===== src/rtl/wb_mst_bridge_if.sv =====
// Wishbone classic bus bundle between the localbus bridge and a slave.
// Signal names keep the master-side _o/_i suffixes.
interface wb_mst_bridge_if;
    logic        cyc_o;
    logic        stb_o;
    logic        we_o;
    logic [31:0] adr_o;
    logic [3:0]  sel_o;
    logic [31:0] dat_o;
    logic [31:0] dat_i;
    logic        ack_i;
    logic        err_i;

    modport master (
        output cyc_o, stb_o, we_o, adr_o, sel_o, dat_o,
        input  dat_i, ack_i, err_i
    );

    modport slave (
        input  cyc_o, stb_o, we_o, adr_o, sel_o, dat_o,
        output dat_i, ack_i, err_i
    );
endinterface


===== src/rtl/wb_mst_bridge.sv =====
// Localbus strobe to Wishbone classic single-cycle master.
// One outstanding transfer, completion reported with a done pulse.
module wb_mst_bridge #(
    parameter int          TIMEOUT_CYC = 255,
    parameter logic [31:0] ADDR_BASE   = 32'h0
) (
    input  logic        clk_i,
    input  logic        rst_n_i,
    input  logic        wr_in,
    input  logic        rd_in,
    input  logic [7:0]  addr_in,
    input  logic [31:0] data_in,
    output logic [31:0] data_out,
    output logic        busy,
    output logic        done,
    output logic        err_out,
    output logic        drop_out,
    wb_mst_bridge_if.master wb
);
    localparam int CW = (TIMEOUT_CYC > 0) ?
                        $clog2(TIMEOUT_CYC + 1) : 1;
    localparam logic [CW-1:0] TMO = CW'(TIMEOUT_CYC);

    typedef enum logic {IDLE, BUS} state_t;

    state_t      state_q, state_d;
    logic [CW-1:0] cnt_q, cnt_d;
    logic        cyc_q, cyc_d;
    logic        we_q, we_d;
    logic [31:0] adr_q, adr_d;
    logic [3:0]  sel_q, sel_d;
    logic [31:0] dat_q, dat_d;
    logic [31:0] rdat_q, rdat_d;
    logic        busy_q, busy_d;
    logic        done_q, done_d;
    logic        err_q, err_d;
    logic        drop_q, drop_d;

    logic strobe;
    logic tmo;
    logic fin;

    assign strobe = wr_in | rd_in;
    assign tmo    = (TIMEOUT_CYC != 0) && (cnt_q == TMO);
    assign fin    = wb.ack_i | wb.err_i | tmo;

    always_ff @(posedge clk_i or negedge rst_n_i) begin
        if (!rst_n_i) begin
            state_q <= IDLE;
            cnt_q   <= '0;
            cyc_q   <= 1'b0;
            we_q    <= 1'b0;
            adr_q   <= '0;
            sel_q   <= '0;
            dat_q   <= '0;
            rdat_q  <= '0;
            busy_q  <= 1'b0;
            done_q  <= 1'b0;
            err_q   <= 1'b0;
            drop_q  <= 1'b0;
        end else begin
            state_q <= state_d;
            cnt_q   <= cnt_d;
            cyc_q   <= cyc_d;
            we_q    <= we_d;
            adr_q   <= adr_d;
            sel_q   <= sel_d;
            dat_q   <= dat_d;
            rdat_q  <= rdat_d;
            busy_q  <= busy_d;
            done_q  <= done_d;
            err_q   <= err_d;
            drop_q  <= drop_d;
        end
    end

    always_comb begin
        state_d = state_q;
        unique case (state_q)
            IDLE: if (strobe) state_d = BUS;
            BUS:  if (fin)    state_d = IDLE;
            default: state_d = IDLE;
        endcase
    end

    always_comb begin
        cnt_d  = cnt_q;
        cyc_d  = cyc_q;
        we_d   = we_q;
        adr_d  = adr_q;
        sel_d  = sel_q;
        dat_d  = dat_q;
        rdat_d = rdat_q;
        busy_d = busy_q;
        done_d = 1'b0;
        err_d  = 1'b0;
        drop_d = 1'b0;
        unique case (state_q)
            IDLE: begin
                if (strobe) begin
                    cnt_d  = '0;
                    cyc_d  = 1'b1;
                    we_d   = wr_in;
                    adr_d  = ADDR_BASE | {24'b0, addr_in};
                    sel_d  = 4'hF;
                    dat_d  = wr_in ? data_in : 32'h0;
                    busy_d = 1'b1;
                end
            end
            BUS: begin
                drop_d = strobe;
                if (fin) begin
                    cyc_d  = 1'b0;
                    we_d   = 1'b0;
                    adr_d  = '0;
                    sel_d  = '0;
                    dat_d  = '0;
                    busy_d = 1'b0;
                    done_d = 1'b0 | 1'b1;
                    // ack wins over a coincident timeout; err wins over ack
                    err_d  = wb.err_i | (tmo & ~wb.ack_i);
                    if (wb.ack_i && !wb.err_i && !we_q)
                        rdat_d = wb.dat_i;
                end else begin
                    cnt_d = cnt_q + CW'(1);
                end
            end
            default: ;
        endcase
    end

    assign wb.cyc_o = cyc_q;
    assign wb.stb_o = cyc_q;
    assign wb.we_o  = we_q;
    assign wb.adr_o = adr_q;
    assign wb.sel_o = sel_q;
    assign wb.dat_o = dat_q;
    assign data_out = rdat_q;
    assign busy     = busy_q;
    assign done     = done_q;
    assign err_out  = err_q;
    assign drop_out = drop_q;
endmodule


===== src/flat_wrapper.sv =====
// flat-port wrapper written by rule: the top's interface ports become plain ports
module wb_mst_bridge_flat 
#(
    parameter int          TIMEOUT_CYC = 255,
    parameter logic [31:0] ADDR_BASE   = 32'h0
)
  (clk_i, rst_n_i, wr_in, rd_in, addr_in, data_in, data_out, busy, done, err_out, drop_out, wb_cyc_o, wb_stb_o, wb_we_o, wb_adr_o, wb_sel_o, wb_dat_o, wb_dat_i, wb_ack_i, wb_err_i);
  wb_mst_bridge_if wb_i ();
  input  logic clk_i;
  input  logic rst_n_i;
  input  logic wr_in;
  input  logic rd_in;
  input  logic [7:0] addr_in;
  input  logic [31:0] data_in;
  output logic [31:0] data_out;
  output logic busy;
  output logic done;
  output logic err_out;
  output logic drop_out;
  output wire logic [$bits(wb_i.cyc_o)-1:0] wb_cyc_o;
  output wire logic [$bits(wb_i.stb_o)-1:0] wb_stb_o;
  output wire logic [$bits(wb_i.we_o)-1:0] wb_we_o;
  output wire logic [$bits(wb_i.adr_o)-1:0] wb_adr_o;
  output wire logic [$bits(wb_i.sel_o)-1:0] wb_sel_o;
  output wire logic [$bits(wb_i.dat_o)-1:0] wb_dat_o;
  input wire logic [$bits(wb_i.dat_i)-1:0] wb_dat_i;
  input wire logic [$bits(wb_i.ack_i)-1:0] wb_ack_i;
  input wire logic [$bits(wb_i.err_i)-1:0] wb_err_i;
  assign wb_cyc_o = wb_i.cyc_o;
  assign wb_stb_o = wb_i.stb_o;
  assign wb_we_o = wb_i.we_o;
  assign wb_adr_o = wb_i.adr_o;
  assign wb_sel_o = wb_i.sel_o;
  assign wb_dat_o = wb_i.dat_o;
  assign wb_i.dat_i = wb_dat_i;
  assign wb_i.ack_i = wb_ack_i;
  assign wb_i.err_i = wb_err_i;
  wb_mst_bridge #(.TIMEOUT_CYC(TIMEOUT_CYC), .ADDR_BASE(ADDR_BASE)) u_core (.clk_i(clk_i), .rst_n_i(rst_n_i), .wr_in(wr_in), .rd_in(rd_in), .addr_in(addr_in), .data_in(data_in), .data_out(data_out), .busy(busy), .done(done), .err_out(err_out), .drop_out(drop_out), .wb(wb_i));
endmodule

===== config.mk =====
export PLATFORM = sky130hd
export DESIGN_NAME = wb_mst_bridge_flat
export DESIGN_NICKNAME = d
export VERILOG_FILES = /design/src/rtl/wb_mst_bridge_if.sv /design/src/rtl/wb_mst_bridge.sv /design/src/flat_wrapper.sv
export SDC_FILE = /design/constraint.sdc
export NUM_CORES = 1
export LEC_CHECK = 0
export CORE_MARGIN = 1
export CORE_UTILIZATION = 40
export CTS_BUF_LIST = sky130_fd_sc_hd__clkbuf_8
export DETAILED_ROUTE_END_ITERATION = 10
export DONT_BUFFER_PORTS = 1
export SLEW_MARGIN = 40
export SYNTH_ARGS = -nofsm -noshare
export SYNTH_HDL_FRONTEND = slang
export SYNTH_SLANG_ARGS = --single-unit

===== constraint.sdc =====
create_clock -name clk_i -period 1.7 [get_ports clk_i]
set_clock_uncertainty 0.15 [all_clocks]
set_input_delay 0.255 -clock clk_i [delete_from_list [all_inputs] [get_ports clk_i]]
set_output_delay 0.255 -clock clk_i [all_outputs]
set_load 0.02 [all_outputs]

==> results of run 1 <==
-- sequential cells by signal (all words and copies together), names as in the netlist --
signal and cells:
u_core.drop_out 1, u_core.wb.dat_o 32, u_core.wb.we_o 1, u_core.wb.sel_o 1
u_core.data_out 32, u_core.wb.adr_o 8, u_core.err_out 1, u_core.done 1
u_core.state_q 1, u_core.cnt_q 8
-- critical path: cells and delay by family (launching register included) --
family | cells | cell delay [ns]
buffers and inverters | 1 | 0.19
adders and majority gates | 1 | 0.19
AOI/OAI and AO/OA | 3 | 0.57
DFF | 1 | 0.37
and+or+nand+nor | 1 | 0.09
-- placed cells by master, fill, tap and decap left out, types with 4 or more instances in the layout --
master                          synthesis  layout
sky130_fd_sc_hd__conb_1                 1      24
sky130_fd_sc_hd__dfrtp_1               86      86
sky130_fd_sc_hd__nor3_1                 4       4
sky130_fd_sc_hd__nand2_1               22      22
sky130_fd_sc_hd__mux2_4                 0       9
sky130_fd_sc_hd__a22o_1                32      32
sky130_fd_sc_hd__clkbuf_8               0       9
sky130_fd_sc_hd__nor2_1                 6       6
sky130_fd_sc_hd__dlygate4sd3_1          0      74
sky130_fd_sc_hd__o21ai_0               10      10
sky130_fd_sc_hd__buf_4                 30      28
sky130_fd_sc_hd__mux2_2                31      22
-- worst paths after layout --
path                                    start  slack (ns)                   to  cells after the start
min in group clk_i                      rd_in        0.10      u_core.drop_out                      3
hold reg to reg            u_core.wb.sel_o[2]        0.36   u_core.wb.sel_o[2]                      2
max in group asynchronous             rst_n_i        1.83  u_core.wb.dat_o[29]                      0
setup reg to reg              u_core.cnt_q[1]        0.01   u_core.wb.dat_o[6]                      6
setup / recovery              u_core.cnt_q[1]        0.01   u_core.wb.dat_o[6]                      6
hold / removal                        rst_n_i       -0.56  u_core.data_out[25]                      0
-- cells by family (layout without fill, tap and decap cells) --
kind of cell / count (synthesis) / in the layout / share of synthesized area [%]
buffers and inverters: 47 / 125 / 9.465
adders and majority gates: 1 / 1 / 0.3492
and+or+nand+nor: 51 / 51 / 7.580
muxes: 32 / 32 / 10.06
DFF: 86 / 86 / 60.08
other: 1 / 24 / 0.1047
AOI/OAI and AO/OA: 57 / 57 / 12.37
-- power by group --
part | switching (mW) | internal [mW] | leakage [nW]
clock network | 0.722 | 0.972 | 0.122
registers | 1.09 | 2.61 | 1.09
logic | 0.568 | 0.724 | 1.06
total | 2.38 | 4.30 | 2.27
-- synth_stat cells, drive strengths merged, types with 4 or more instances --
| library cell | count |
|---|---|
| nor2 | 7 |
| buf | 39 |
| o21ai | 13 |
| nand2 | 22 |
| dfrtp | 86 |
| nor3 | 4 |
| a22o | 32 |
| clkbuf | 6 |
| nand3 | 4 |
| mux2 | 32 |
-- cell type report --
type	instances	area (um^2)
clock buffers	9	123.9
clock inverters	7	113.9
fillers	698	3842
inverters	2	7.507
multi-input cells	165	1270
flip-flops and latches	86	2152
well taps	108	135.1
repair buffers	107	1033
-- timing repair --
action	4_1_cts	5_1_grt
endpoints found under the setup margin	29	78
buffers inserted	5	3
pin swaps	5	6
gates cloned	0	1
hold endpoints to repair	159	86
gates resized for setup	6	14
-- layer usage --
metal	track usage (%)	vias up	wire length, um
met5	0	-	0
met4	4.478	0	102
met3	6.358	11	635
met2	31.20	115	4272
met1	21.75	1246	3406
li1	-	1105	-
==> reports/qor.yml, run 1 <==
status:
  run_status: "finished, violations left"
  failed_checks: "negative hold slack"
clock_network:
  clock_insertion_delay_worst_skew_ns: 0.35
  cts-root-to-sink-buffers: 2
  clock_tree.root_cell: "sky130_fd_sc_hd__clkbuf_8"
  htree_num_levels: 3
  numCtsBuffers: 9
  clkTransAtPathRegs_ns: 0.09
  numClockSinks: 86
  holdBufCountCts: 74
  tritoncts_clock_tree: "yes"
routing:
  dr.pass1.iters: 4
  route.detailed.vias_per_inst: 5.118
  postRouteWirelength_um: 8417
  drt-initial-drc-count: 70
  final_antenna_net_count: 0
  routed-via-count: 2477
  remaining_drc_errors: 0
  detail_route.wl_per_cell_um: 17.39
final_layout:
  final_core_util_pct: 55.72
  design.final.nets: 450
  antenna-diode-count: 0
  drive_above_1_share_pct: 25.80
  finish.instance_area_um2: 4836
  post_route_non_filler_standard_cell_count: 484
  layout-area-overhead-vs-synth_pct: 35.00
floorplanning:
  initial_core_util_pct: 41.28
  io_pins: 185
  coreArea_um2: 8678
  floorplan.die_area_um2: 9338
  fp.dieH_um: 96.64
  std_cell_rows: 34
  die-width_um: 96.64
worst_setup_path:
  critical_path_peak_fanout: 9
  list_of_cells_traversed_by_the_critical_path: "ha_2 -> nand3_2 -> o21ai_2 -> a21oi_4 -> buf_4 -> a22o_1"
  required_ns: 1.78
  worst_path_largest_cell_delay_ns: 0.37
  critPathSlowestCell: "sky130_fd_sc_hd__dfrtp_1"
  timing.critical_path.to_type: "flop"
  critical_path.startpoint_type: "flop"
  worstSetupPathType: "flop to flop"
  cp_data_arrival_time_ns: 1.77
global_routing:
  total_global_routing_track_utilization_pct: 18.17
  grt_max_degree: 87
  first_global_vias: 2553
  number_of_antenna_violations_at_the_first_check_in_global_routing: 0
  overflow: 0
  grt_first_pass_wirelength_um: 13490
timing:
  final.hold.worst_slack_ns: -0.5598
  final_hold_violation_count: 86
  rsz_0062_raised_after_global_routing: "true"
  worst_slack_ns: 0.01032
  layout_min_cycle_time_ns: 1.690
  totalNegativeSetupSlack_ns: 0
  setup_viol: 0
  slew_viol_final: 0
  maximum_achievable_frequency_mhz: 591.8
  period_share_pct: 99.39
synthesis:
  synth_area_leader: "sky130_fd_sc_hd__dfrtp_1"
  synth-warning-count: 0
  post_synth_inst_count: 275
  synth-edff-count: 0
  yosys-top-cells-area: "sky130_fd_sc_hd__dfrtp_1 60%, sky130_fd_sc_hd__mux2_2 9.7%, sky130_fd_sc_hd__a22o_1 7.8%"
  ys_seq_area_share_pct: 60.08
  synth_top_area_share_pct: 60.08
  postSynthAreaPerCell_um2: 13.03
  synth_area_um2: 3582
  synth-async-reset-ratio_pct: 100.0
  ys_seq_elements: 86
  most_common_flop_cell_mapped_by_yosys: "sky130_fd_sc_hd__dfrtp_1"
  synth_cell_type_count: 38
pwr:
  power.static_leakage_nw: 2.270
  total_power_mw: 6.681
  p_per_area_nw_per_um2: 1382
  vdd_ir_drop_max_mv: 0.5195
placed_design:
  placed_cells_incl_taps: 385
  place.port_buffers: 0
  placement.setup.worst_slack_ns: -0.1225
  finalWeightedCongestion: 0.7941
  dp_hpwl_um: 4969
  post_dp_cell_area_um2: 3697
hold_path:
  min_path_type: "primary input to asynchronous set/reset pin"
run:
  drv_cap: 0
(Power assumes the default switching activity.)
==> run 2: changes to the inputs <==
- BUFFER_PORTS_ARGS: unset -> -buffer_cell sky130_fd_sc_hd__buf_2
- DONT_BUFFER_PORTS: 1 -> unset
- PLACE_DENSITY: unset -> 0.75
==> reports/qor.yml, run 2 (same netlist as run 1, synthesis figures left out) <==
status:
  run_status: "completed"  # was finished, violations left
worst_setup_path:
  list_of_cells_traversed_by_the_critical_path: "ha_4 -> nand3_4 -> o21ai_4 -> a21oi_2 -> buf_12 -> a22o_1"  # was ha_2 -> nand3_2 -> o21ai_2 -> a21oi_4 -> buf_4 -> a22o_1
  critPathSlowestCell: "sky130_fd_sc_hd__dfrtp_1"  # unchanged
  required_ns: 1.78  # about the same
  critical_path.startpoint_type: "flop"  # unchanged
  critical_path_peak_fanout: 33  # was 9
  cp.buffers_inverters: 1  # unchanged
  path_delay_family: "compound AO/OA/AOI/OAI gates"  # unchanged
  worst_path_largest_cell_delay_ns: 0.41  # was 0.37 ns
  cp_data_arrival_time_ns: 1.77  # about the same
  worstSetupPathType: "flop to flop"  # unchanged
  timing.critical_path.to_type: "flop"  # unchanged
clock_network:
  numClockSinks: 86  # unchanged
  tritoncts_clock_tree: "yes"  # unchanged
  htree_num_levels: 3  # unchanged
  cts-root-to-sink-buffers: 2  # unchanged
  clock_tree.root_cell: "sky130_fd_sc_hd__clkbuf_8"  # unchanged
  numCtsBuffers: 9  # unchanged
  clkTransAtPathRegs_ns: 0.09  # about the same
  clock_insertion_delay_worst_skew_ns: 0.33  # was 0.35 ns
timing:
  slew_viol_final: 0  # unchanged
  totalNegativeSetupSlack_ns: 0  # unchanged
  setup_viol: 0  # unchanged
  period_share_pct: 99.04  # was 99.39%
  rsz_0062_raised_after_global_routing: "true"  # unchanged
  maximum_achievable_frequency_mhz: 593.9  # was 591.8 MHz
  layout_min_cycle_time_ns: 1.684  # was 1.690 ns
  final_hold_violation_count: 0  # was 86
global_routing:
  grt_first_pass_wirelength_um: 14960  # was 13,490 um
  first_global_vias: 3074  # was 2,553
  number_of_antenna_violations_at_the_first_check_in_global_routing: 0  # unchanged
  grt_max_degree: 87  # unchanged
  overflow: 0  # unchanged
  total_global_routing_track_utilization_pct: 20.06  # was 18.17%
final_layout:
  fillerInstances: 656  # was 698
  drive_above_1_share_pct: 46.24  # was 25.80%
  multi_input_comb_area_um2: 1281  # was 1270 um^2
  antenna-diode-count: 0  # unchanged
  leading_cell_type_in_the_layout_fill_and_taps_excluded: "sky130_fd_sc_hd__buf_2"  # was sky130_fd_sc_hd__dfrtp_1
  mostFrequentLayoutCells: "159 x sky130_fd_sc_hd__buf_2, 86 x sky130_fd_sc_hd__dfrtp_1, 73 x sky130_fd_sc_hd__dlygate4sd3_1"  # was 86 x sky130_fd_sc_hd__dfrtp_1, 74 x sky130_fd_sc_hd__dlygate4sd3_1, 32 x sky130_fd_sc_hd__a22o_1
  design.final.nets: 593  # was 450
  layout-area-overhead-vs-synth_pct: 55.50  # was 35.00%
  final-seq-area_um2: 2152  # unchanged
  post_route_non_filler_standard_cell_count: 627  # was 484
  finish.instance_area_um2: 5570  # was 4836 um^2
floorplanning:
  die-width_um: 96.64  # unchanged
  std_cell_rows: 34  # unchanged
  coreArea_um2: 8678  # unchanged
  initial_core_util_pct: 41.28  # unchanged
  floorplan.die_area_um2: 9338  # unchanged
  fp.dieH_um: 96.64  # unchanged
  io_pins: 185  # unchanged
pwr:
  power.switching_fraction_pct: 35.41  # was 35.62%
  vdd_ir_drop_max_mv: 0.4895  # was 0.5195 mV
  cell_internal_pwr_mw: 4.686  # was 4.301 mW
  p_per_area_nw_per_um2: 1302  # was 1382 nW/um^2
  switchingPower_mw: 2.569  # was 2.380 mW
  power.static_leakage_nw: 2.888  # was 2.270 nW
  pwr-share-comb_pct: 37.3  # was 19.3%
  power_frac_seq_pct: 40.5  # was 55.3%
  power.share.clock_pct: 22.3  # was 25.3%
routing:
  dr.pass1.iters: 4  # unchanged
  postRouteWirelength_um: 9910  # was 8417 um
  route.detailed.vias_per_inst: 4.807  # was 5.118
  routed-via-count: 3014  # was 2,477
  detail_route.wl_per_cell_um: 15.81  # was 17.39 um
  drt-initial-drc-count: 118  # was 70
  final_antenna_net_count: 0  # unchanged
  remaining_drc_errors: 0  # unchanged
placed_design:
  place.port_buffers: 160  # was 0
  placed_cells_incl_taps: 533  # was 385
  dp_hpwl_um: 5573  # was 4969 um
  post_dp_cell_area_um2: 4433  # was 3697 um^2
  finalWeightedCongestion: 0.8411  # was 0.7941
hold_path:
  min_path_type: "primary input to flop"  # was primary input to asynchronous set/reset pin
run:
  drv_cap: 0  # unchanged
-- run 2: repair_timing --
action | in CTS | in global routing
setup buffers | 1 | 2
resized for setup | 2 | 21
endpoints found under the hold margin | 156 | 2
endpoints found under the setup margin | 4 | 76
pin swaps | 0 | 5
hold buffers | 71 | 2
gates cloned | 0 | 3
-- run 2: worst paths after layout --
check | start | endpoint | slack, ns | depth (start not counted)
setup / recovery | u_core.cnt_q[0] | u_core.wb.dat_o[11] | 0.02 | 6
hold / removal | rd_in | u_core.drop_out | 0.07 | 3
setup reg to reg | u_core.cnt_q[0] | u_core.wb.dat_o[11] | 0.02 | 6
hold reg to reg | u_core.data_out[25] | u_core.data_out[25] | 0.36 | 1
max in group asynchronous | rst_n_i | u_core.state_q | 0.71 | 3
min in group asynchronous | rst_n_i | u_core.data_out[12] | 0.33 | 3
-- run 2: cell type report --
class | instances | area share [%]
Sequential cell | 86 | 38.63
Timing Repair Buffer | 250 | 31.63
Multi-Input combinational cell | 165 | 23.00
Clock buffer | 11 | 2.718
Tap cell | 108 | 2.426
Clock inverter | 5 | 1.460
Inverter | 2 | 0.1348
-- run 2: metal layers --
layer	wire (um)	part of all wire [%]	GRT usage [%]	vias to the layer above
met5	0	0	0	-
met4	171	1.7	7.692	0
met3	528	5.3	4.480	16
met2	5266	53	35.43	131
met1	3944	40	23.70	1471
li1	-	-	-	1396
-- run 2: worst register-to-register path, cell delays in order, from the launching register on --
cell and delay (ns):
sky130_fd_sc_hd__dfrtp_1 0.41, sky130_fd_sc_hd__ha_4 0.18, sky130_fd_sc_hd__nand3_4 0.11, sky130_fd_sc_hd__o21ai_4 0.18, sky130_fd_sc_hd__a21oi_2 0.09, sky130_fd_sc_hd__buf_12 0.19, sky130_fd_sc_hd__a22o_1 0.26
-- run 2: power by group through the flow --
stage | Combinational [mW] | Clock, mW | Sequential [mW]
after global placement | 2.37 | 0 | 2.91
after floorplan | 0.898 | 0 | 3.62
after detailed placement | 2.43 | 0 | 2.94
after CTS | 2.56 | 1.67 | 2.90
after global routing | 2.87 | 1.76 | 3.00
final | 2.70 | 1.62 | 2.94
-- run 2: stage by stage --
step | utilization [%] | worst slack, ns | power (mW) | hold WS (ns)
finish | 64.19 | 0.01630 | 7.255 | 0.06736
floorplan | - | 0.03395 | 4.520 | -0.1906
CTS | 62.13 | -0.001141 | 7.136 | 0.001350
global route | 64.19 | -0.05714 | 7.626 | 0.05332
detailed placement | 51.08 | -0.01708 | 5.368 | 0.1786
global placement | 51.08 | 0.03650 | 5.288 | 0.1762
==> run 3: changes to the inputs <==
- CTS_CLUSTER_SIZE: unset -> 20
- MAX_ROUTING_LAYER: unset -> met4
==> reports/qor.yml, run 3 (same netlist as run 1, synthesis figures left out) <==
status:
  run_status: "completed"  # unchanged
worst_setup_path:
  timing.critical_path.to_type: "flop"  # unchanged
  reg2reg_setup_slack_ns: 0.009  # was 0.02 ns
  critical_path.startpoint_type: "flop"  # unchanged
  endpoint: "u_core.wb.dat_o[11]"  # unchanged
  list_of_cells_traversed_by_the_critical_path: "ha_4 -> nand3_4 -> o21ai_4 -> a21oi_2 -> buf_12 -> a22o_1"  # unchanged
  ff2ff_path_depth: 6  # unchanged
  required_ns: 1.78  # about the same
  r2r_start: "u_core.cnt_q[0]"  # unchanged
  worstSetupPathType: "flop to flop"  # unchanged
  critPathSlowestCell: "sky130_fd_sc_hd__dfrtp_1"  # unchanged
  cp_data_arrival_time_ns: 1.78  # was 1.77 ns
  worst_reg2reg_endpoint: "u_core.wb.dat_o[11]"  # unchanged
  critical_path_peak_fanout: 33  # unchanged
  critPathLaunch: "u_core.cnt_q[0]"  # unchanged
  worst_path_largest_cell_delay_ns: 0.41  # about the same
global_routing:
  first_global_vias: 3069  # was 3,074
  total_global_routing_track_utilization_pct: 20.60  # was 20.06%
  grt-busiest-layer: "met2"  # unchanged
  global_routing_usage_on_met2_pct: 35.27  # was 35.43%
  number_of_antenna_violations_at_the_first_check_in_global_routing: 0  # unchanged
  overflow: 0  # unchanged
  grt_first_pass_wirelength_um: 14970  # was 14,960 um
  groute.layer.met1.usage_pct: 23.74  # was 23.70%
  grt_max_degree: 87  # unchanged
  use_met3_pct: 4.191  # was 4.480%
floorplanning:
  std_cell_rows: 34  # unchanged
  coreArea_um2: 8678  # unchanged
  fp.dieH_um: 96.64  # unchanged
  initial_core_util_pct: 41.28  # unchanged
  floorplan.die_area_um2: 9338  # unchanged
  io_pins: 185  # unchanged
  die-width_um: 96.64  # unchanged
final_layout:
  fillerInstances: 657  # was 656
  antenna-diode-count: 0  # unchanged
  leading_cell_type_in_the_layout_fill_and_taps_excluded: "sky130_fd_sc_hd__buf_2"  # unchanged
  final-seq-area_um2: 2152  # unchanged
  mostFrequentLayoutCells: "159 x sky130_fd_sc_hd__buf_2, 86 x sky130_fd_sc_hd__dfrtp_1, 73 x sky130_fd_sc_hd__dlygate4sd3_1"  # unchanged
  design.final.nets: 593  # unchanged
  layout-area-overhead-vs-synth_pct: 56.23  # was 55.50%
  multi_input_comb_area_um2: 1308  # was 1281 um^2
  drive_above_1_share_pct: 46.24  # unchanged
run:
  drv_cap: 0  # unchanged
timing:
  final_hold_violation_count: 0  # unchanged
  slew_viol_final: 0  # unchanged
  worst_slack_ns: 0.008944  # was 0.01630 ns
  period_share_pct: 99.47  # was 99.04%
  setup_viol: 0  # unchanged
  maximum_achievable_frequency_mhz: 591.3  # was 593.9 MHz
  layout_min_cycle_time_ns: 1.691  # was 1.684 ns
  totalNegativeSetupSlack_ns: 0  # unchanged
  rsz_0062_raised_after_global_routing: "true"  # unchanged
routing:
  drt-initial-drc-count: 108  # was 118
  final_antenna_net_count: 0  # unchanged
  routed-via-count: 3038  # was 3,014
  dr.pass1.iters: 5  # was 4
  postRouteWirelength_um: 10040  # was 9910 um
  remaining_drc_errors: 0  # unchanged
  detail_route.wl_per_cell_um: 16.01  # was 15.81 um
  route.detailed.vias_per_inst: 4.845  # was 4.807
placed_design:
  dp_hpwl_um: 5573  # unchanged
  finalWeightedCongestion: 0.8542  # was 0.8411
  place.port_buffers: 160  # unchanged
  placement.setup.worst_slack_ns: -0.01708  # unchanged
clock_network:
  clkTransAtPathRegs_ns: 0.09  # about the same
  tritoncts_clock_tree: "yes"  # unchanged
  cts-root-to-sink-buffers: 2  # unchanged
  htree_num_levels: 3  # unchanged
  clock_insertion_delay_worst_skew_ns: 0.34  # was 0.33 ns
  clock_tree.root_cell: "sky130_fd_sc_hd__clkbuf_8"  # unchanged
  numClockSinks: 86  # unchanged
  numCtsBuffers: 9  # unchanged
pwr:
  vdd_ir_drop_max_mv: 0.4816  # was 0.4895 mV
  p_per_area_nw_per_um2: 1308  # was 1302 nW/um^2
  power.static_leakage_nw: 2.910  # was 2.888 nW
hold_path:
  min_path_type: "primary input to flop"  # unchanged
run 3: cell types whose count changed in the layout (fill, tap and decap cells not counted):
cell                     before  now
sky130_fd_sc_hd__mux2_2      22   15
sky130_fd_sc_hd__mux2_4      10   17
run 3: metrics by stage:
stage	utilization (%)	hold slack (ns)	power, mW	std cells	instance area, um^2
CTS	62.13	0.001350	7.136	621	5391
floorplan	-	-0.1906	4.520	298	3669
global placement	51.08	0.1762	5.288	533	4433
detailed placement	51.08	0.1786	5.368	533	4433
finish	64.49	0.06107	7.320	627	5597
global route	64.49	0.05605	7.679	627	5597
run 3: timing repair:
item                       4_1_cts  5_1_grt
hold buffers                    71        2
buffers inserted                 1        2
setup endpoints to repair        4       77
gates resized for setup          2       28
pin swaps                        0        5
hold endpoints to repair       156        2
cloned                           0        3
run 3: where the power goes:
part | internal (mW) | switching [mW] | total, mW | leakage (nW)
clock network | 0.912 | 0.714 | 1.63 | 0.121
registers | 2.61 | 0.335 | 2.94 | 1.09
logic | 1.21 | 1.54 | 2.75 | 1.70
total | 4.73 | 2.59 | 7.32 | 2.91
run 3: layout make-up:
type	count	area share, %
timing repair buffer	250	31.48
tap	108	2.414
sequential	86	38.45
clock buffer	11	2.705
clock inverter	5	1.453
inverter	2	0.1341
multi-input combinational	165	23.36
run 3: worst min-delay path by stage:
stage	depth (start not counted)	slack [ns]	from	endpoint
2_1_floorplan	0	-0.19	rst_n_i	u_core.cnt_q[0]
3_3_place_gp	2	0.18	rst_n_i	u_core.data_out[16]
3_5_place_dp	2	0.18	rst_n_i	u_core.data_out[18]
4_1_cts	2	0.001	wb_dat_i[29]	u_core.data_out[29]
5_1_grt	3	0.06	rd_in	u_core.drop_out
6_report	3	0.06	rd_in	u_core.drop_out
run 3: layer usage:
layer | share of wire (%) | vias to the layer above
li1 | - | 1392
met2 | 52 | 132
met3 | 5.5 | 23
met5 | 0 | -
met4 | 2.2 | 0
met1 | 40 | 1491
run 3: worst max-delay path: cells and delay by family, from the launching register on:
family	cells	cell delay, ns
AOI/OAI and AO/OA	3	0.53
DFF	1	0.41
adders and majority gates	1	0.18
buffers and inverters	1	0.19
and+or+nand+nor	1	0.11
